## config.mk

```make
export PLATFORM = sky130hd
export DESIGN_NAME = stream_burst_src
export DESIGN_NICKNAME = d
export VERILOG_FILES = /design/src/rtl/stream_burst_src.sv
export SDC_FILE = /design/constraint.sdc
export NUM_CORES = 1
export LEC_CHECK = 0
export ABC_AREA = 1
export BUFFER_PORTS_ARGS = -buffer_cell sky130_fd_sc_hd__buf_2
export CORE_MARGIN = 2
export CORE_UTILIZATION = 45
export DETAILED_ROUTE_END_ITERATION = 16
export PLACE_DENSITY_LB_ADDON = 0.25
export REMOVE_ABC_BUFFERS = 1
export SLEW_MARGIN = 20
export SYNTH_ARGS = -nofsm -noshare
export SYNTH_HDL_FRONTEND = slang
export SYNTH_SLANG_ARGS = --single-unit
```

## constraint.sdc

```tcl
create_clock -name clk -period 4.7 [get_ports clk]
set_clock_uncertainty 0.05 [all_clocks]
set_input_delay 0.235 -clock clk [delete_from_list [all_inputs] [get_ports clk]]
set_output_delay 0.235 -clock clk [all_outputs]
set_load 0.01 [all_outputs]
```

## src/rtl/stream_burst_src.sv

```systemverilog
// Burst stream source: emits burst_len beats of an incrementing pattern (or an LFSR
// pattern when STREAM_BURST_SRC_LFSR_EN is defined) with an optional gap after each beat.
module stream_burst_src #(
  parameter int DATA_WIDTH = 8,
  parameter int LEN_WIDTH  = 8,
  parameter int GAP_WIDTH  = 4,
  parameter logic [DATA_WIDTH-1:0] LFSR_TAPS = 8'hB8
) (
  input  logic                  clk,
  input  logic                  rst,
  input  logic                  start,
  input  logic                  abort,
  input  logic [LEN_WIDTH-1:0]  burst_len,
  input  logic [GAP_WIDTH-1:0]  gap,
  input  logic [DATA_WIDTH-1:0] seed,
  output logic                  m_valid,
  output logic [DATA_WIDTH-1:0] m_data,
  input  logic                  m_ready,
  output logic                  busy,
  output logic                  done,
  output logic [LEN_WIDTH-1:0]  beats_sent,
  output logic [15:0]           stall_cnt
);

  localparam logic [1:0] IDLE = 2'd0;
  localparam logic [1:0] SEND = 2'd1;
  localparam logic [1:0] GAP  = 2'd2;

  logic [1:0]            state;
  logic [LEN_WIDTH-1:0]  len_q;
  logic [GAP_WIDTH-1:0]  gap_q;
  logic [GAP_WIDTH-1:0]  gap_cnt;
  logic [DATA_WIDTH-1:0] next_data;
  logic [DATA_WIDTH-1:0] first_data;
  logic                  handshake;
  logic                  final_beat;

`ifdef STREAM_BURST_SRC_LFSR_EN
  // An all-zero LFSR state would lock up, so a zero seed starts at 1.
  assign next_data  = {m_data[DATA_WIDTH-2:0], ^(m_data & LFSR_TAPS)};
  assign first_data = (seed == '0) ? DATA_WIDTH'(1) : seed;
`else
  logic unused_taps;
  assign unused_taps = ^LFSR_TAPS;
  assign next_data   = m_data + DATA_WIDTH'(1);
  assign first_data  = seed;
`endif

  // Stream handshake: a beat transfers at a rising edge where m_valid and m_ready are both 1;
  // m_valid/m_data never change while m_valid=1 and m_ready=0 unless abort or rst.
  assign handshake  = m_valid & m_ready;
  assign final_beat = (beats_sent + LEN_WIDTH'(1)) == len_q;

  always_ff @(posedge clk) begin
    if (rst) begin
      state      <= IDLE;
      m_valid    <= 1'b0;
      m_data     <= '0;
      busy       <= 1'b0;
      done       <= 1'b0;
      beats_sent <= '0;
      stall_cnt  <= '0;
      len_q      <= '0;
      gap_q      <= '0;
      gap_cnt    <= '0;
    end else begin
      done <= 1'b0;
      if (handshake) begin
        beats_sent <= beats_sent + LEN_WIDTH'(1);
        m_data     <= next_data;
      end
      if (m_valid && !m_ready && stall_cnt != 16'hFFFF)
        stall_cnt <= stall_cnt + 16'd1;

      case (state)
        IDLE: begin
          if (start && !abort) begin
            if (burst_len != '0) begin
              state      <= SEND;
              len_q      <= burst_len;
              gap_q      <= gap;
              m_data     <= first_data;
              m_valid    <= 1'b1;
              busy       <= 1'b1;
              beats_sent <= '0;
              stall_cnt  <= '0;
            end else begin
              done <= 1'b1;
            end
          end
        end
        SEND: begin
          if (abort) begin
            state   <= IDLE;
            m_valid <= 1'b0;
            busy    <= 1'b0;
          end else if (handshake) begin
            if (final_beat) begin
              state   <= IDLE;
              m_valid <= 1'b0;
              busy    <= 1'b0;
              done    <= 1'b1;
            end else if (gap_q != '0) begin
              state   <= GAP;
              m_valid <= 1'b0;
              gap_cnt <= gap_q;
            end
          end
        end
        GAP: begin
          if (abort) begin
            state   <= IDLE;
            m_valid <= 1'b0;
            busy    <= 1'b0;
          end else if (gap_cnt == GAP_WIDTH'(1)) begin
            state   <= SEND;
            m_valid <= 1'b1;
          end else begin
            gap_cnt <= gap_cnt - GAP_WIDTH'(1);
          end
        end
        default: begin
          state   <= IDLE;
          m_valid <= 1'b0;
          busy    <= 1'b0;
        end
      endcase
    end
  end

endmodule

```

==> qor.log <==
[finish] combined area of the multi-input logic cells 0.00152 mm²
[setup_path] Reg2Reg Launch Point m_valid
[power] share of total power consumed by net switching 30.7%
[setup_path] critical path's slowest cell inv_1
[power] internal power summed over all cells 720 µW
[detailed_routing] routed length per placed instance 11.8 µm
[cts] insertion delay to the later sink of the worst-skew pair 0.31 ns
[setup_path] Setup crit end kind flop
[global_routing] maximum number of pins on one net before global-route repair 34
[cts] number of clock sinks 53
[finish] post-route cell area 0.00323 mm²
[power] largest vdd supply drop 0.187 mV
[setup_path] reg2reg end m_data[7]
[global_routing] via count of the first global-routing pass 2445
[hold_path] kind of path behind the tightest hold check input pin to flop
[yosys] most used flip-flop cell after synthesis dfxtp_1
[finish] most frequent standard cell in the layout excluding fill and tap cells nand2_1
[finish] antenna diode count 0
[floorplanning] floorplan core area 0.00596 mm²
[timing] Worst Hold Slack 0.0938 ns
[hold_path] source of the worst hold timing path gap[0]
[global_routing] Congestion Overflow GR 0
[setup_path] Setup crit start kind flop
[finish] proportion of layout cells with a drive suffix above 1 19.3%
[placed_design] Port Buffers 59
[setup_path] cell mode on critical path nand2_1
[setup_path] WP data required 4.86 ns
[cts] Hold Buf Count CTS 0
[setup_path] Max FO, Critical Path 14
[run] Max-cap violations 0
[power] power dissipated by switching net loads 318 µW
[setup_path] reg-to-reg slack, setup 2.43 ns
[setup_path] Setup crit start m_valid
[timing] Min Clock Period, post-route 2.27 ns
[detailed_routing] DRT iter0 DRCs 88
[yosys] Yosys warning total 0
[global_routing] global routing usage summed across all routing layers 19.6%
[finish] commonest cells after routing, fill and taps aside nand2_1 (80), nor2_1 (76), buf_2 (59)
[global_routing] wire length of the first global-routing pass 10.4 mm
[placed_design] total cell area at the placement stage 0.00312 mm²
[detailed_routing] Residual DRC 0
[detailed_routing] antenna-violating nets left 0
[cts] cts bufs inserted 5
[power] static leakage 1.45 nW
[floorplanning] Die Outline Area 0.00683 mm²
[finish] layout-stage area growth over the synthesis result 16.1%
[cts] TritonCTS clock tree done
[yosys] register bit count reported by yosys 53
[yosys] number of enable flip-flop cells after synthesis 0
[power] share of total power in sequential cells 50.0%
[setup_path] number of buffer and inverter stages on the critical path 2
[hold_path] Hold Path Depth 3
[setup_path] ordered cell list for the critical path nand2_1, inv_1, nand2_1, nor2_1, nand2_1, nor2_1, nand3_1, nand2_1, nand2_1, o221ai_1, inv_1
[placed_design] count of placed standard cells including taps 529
[power] power density relative to cell area 321 mW/mm²
[detailed_routing] routed via count 2685
[setup_path] family of cells with the greatest summed delay on the critical path simple AND/OR/NAND/NOR gates
[yosys] gate count after technology mapping 406
[timing] max-slew violation count 0
[timing] ratio of final minimum period to clock period 48.3%
[timing] RSZ-0062 raised after global routing no
[power] Clk network pwr share 30.6%
[timing] actual slew at the worst max-slew pin 0.822 ns
[finish] Finished Core Util 54.3%
[finish] number of fill cells 600
[timing] highest achievable clock rate 441 MHz
[setup_path] depth of the most critical reg-to-reg path 11
[floorplanning] Row Count 28
[timing] Final setup violation count 0
[cts] depth of the CTS H-tree 2
[cts] number of buffers added for setup after CTS 0
[yosys] fraction of synthesis flops using an asynchronous set or reset pin 0%
[detailed_routing] Detailed Route WL 6.33 mm
[cts] root buffer selected by CTS clkbuf_8
[cts] clock-pin slew of the registers on the worst-case setup and hold paths 0.10 ns
[floorplanning] Initial Utilization 46.8%
[floorplanning] Top Ports 60
[finish] NumNets Final 491
[yosys] netlist area before placement 0.00279 mm²
[hold_path] end point of the most critical hold path gap_q[0]
[finish] final instance count without filler cells 537
[run_status] result of the run complete, no violations
[yosys] post-synthesis cell type count 32
[floorplanning] Die Y-Extent 82.7 µm
[placed_design] routability congestion estimate from global placement 0.843
[finish] area occupied by registers 0.00106 mm²
[global_routing] initial antenna violation count 0
[detailed_routing] detailed-router iteration count before antenna repair 5
[yosys] sequential area share after synthesis 38.1%
[power] share of total power in combinational logic 19.3%
[timing] Rel. slew slack 45.1%
[timing] Setup TNS Final 0 ns
[setup_path] arrival time of the worst setup path 2.43 ns
[cts] total of cells resized after clock tree synthesis 0
[timing] final hold violation count 0
[placed_design] detailed-placement wirelength estimate 4.68 mm
[cts] clock buffer depth 2
[yosys] per-instance average area after synthesis 6.86 µm²
[setup_path] delay of the slowest cell on the worst path 0.43 ns
[setup_path] Crit Path Category flop to flop
[detailed_routing] detailed-route vias per instance 5.00
[floorplanning] horizontal die dimension 82.7 µm
==> sequential cells by signal, indices dropped and copies added, names as in the netlist <==
register,flops
beats_sent,8
busy,1
done,1
gap_cnt,4
gap_q,4
len_q,8
m_data,8
m_valid,1
stall_cnt,16
state,2
==> final cells by class <==
type / instances / area share (%)
clock buffer: 5 / 2.13
clock inverter: 3 / 1.35
inverter: 41 / 4.76
multi-input combinational: 301 / 46.9
sequential: 53 / 32.8
tap: 75 / 2.90
timing repair buffer: 59 / 9.13
==> synth_stat cells, types with 2 or more instances <==
cell | number | share of area [%]
nand4_1 | 7 | 1.6
a31oi_1 | 2 | 0.45
dfxtp_1 | 53 | 38
nand2_1 | 80 | 11
a21oi_1 | 21 | 3.8
ha_1 | 5 | 2.2
inv_1 | 35 | 4.7
nor2_2 | 7 | 1.6
nand2_2 | 3 | 0.67
xor2_1 | 11 | 3.5
inv_2 | 6 | 0.81
buf_2 | 6 | 1.1
a211oi_1 | 8 | 2.2
nor2_4 | 2 | 0.81
xnor2_1 | 10 | 3.1
nor4_1 | 2 | 0.45
nor2_1 | 76 | 10
o21ai_0 | 21 | 3.8
nand3_1 | 28 | 5.0
clkbuf_1 | 3 | 0.40
o221ai_1 | 2 | 0.63
nor3_1 | 8 | 1.4
==> power by group through the flow <==
stage	registers (mW)	clock network, mW	logic, mW
floorplan	0.532	0	0.130
global placement	0.528	0	0.199
detailed placement	0.529	0	0.202
CTS	0.519	0.327	0.202
global route	0.525	0.340	0.232
finish	0.519	0.318	0.201
==> routing by layer <==
layer	up-vias	global-route usage [%]	part of all wire, %
met5	-	0	0
met4	0	5.41	0.74
met3	5	3.80	4.9
met2	55	33.7	46
met1	1204	24.8	49
li1	1421	-	-
==> worst min-delay path, cell delays in order <==
cell	delay [ns]
buf_2	0.07
nor2_1	0.03
nor2_1	0.08
==> cells by family (layout without fill, tap and decap cells) <==
group                      Yosys count  count (layout)  share of synthesized area, %
and+or+nand+nor                    219             219                          34.4
buffers and inverters               52             108                          7.41
xor gates and xnor gates            21              21                          6.60
adders and majority gates            5               5                          2.25
AOI/OAI and AO/OA                   56              56                          11.3
DFF                                 53              53                          38.1
==> per-stage QoR <==
stage                     total power [mW]  setup WS [ns]
after floorplan                      0.662           2.82
after global placement               0.727           2.29
after detailed placement             0.731           2.22
after CTS                             1.05           2.42
after global routing                  1.10           2.11
final                                 1.04           2.43
==> worst max-delay path by stage <==
stage / end / cells past startpoint
finish: m_data[7] / 11
global placement: stall_cnt[2] / 8
detailed placement: stall_cnt[9] / 8
global route: m_data[7] / 11
floorplan: m_data[7] / 11
CTS: m_data[7] / 11
Note: power is estimated with default switching activity, not from simulation.
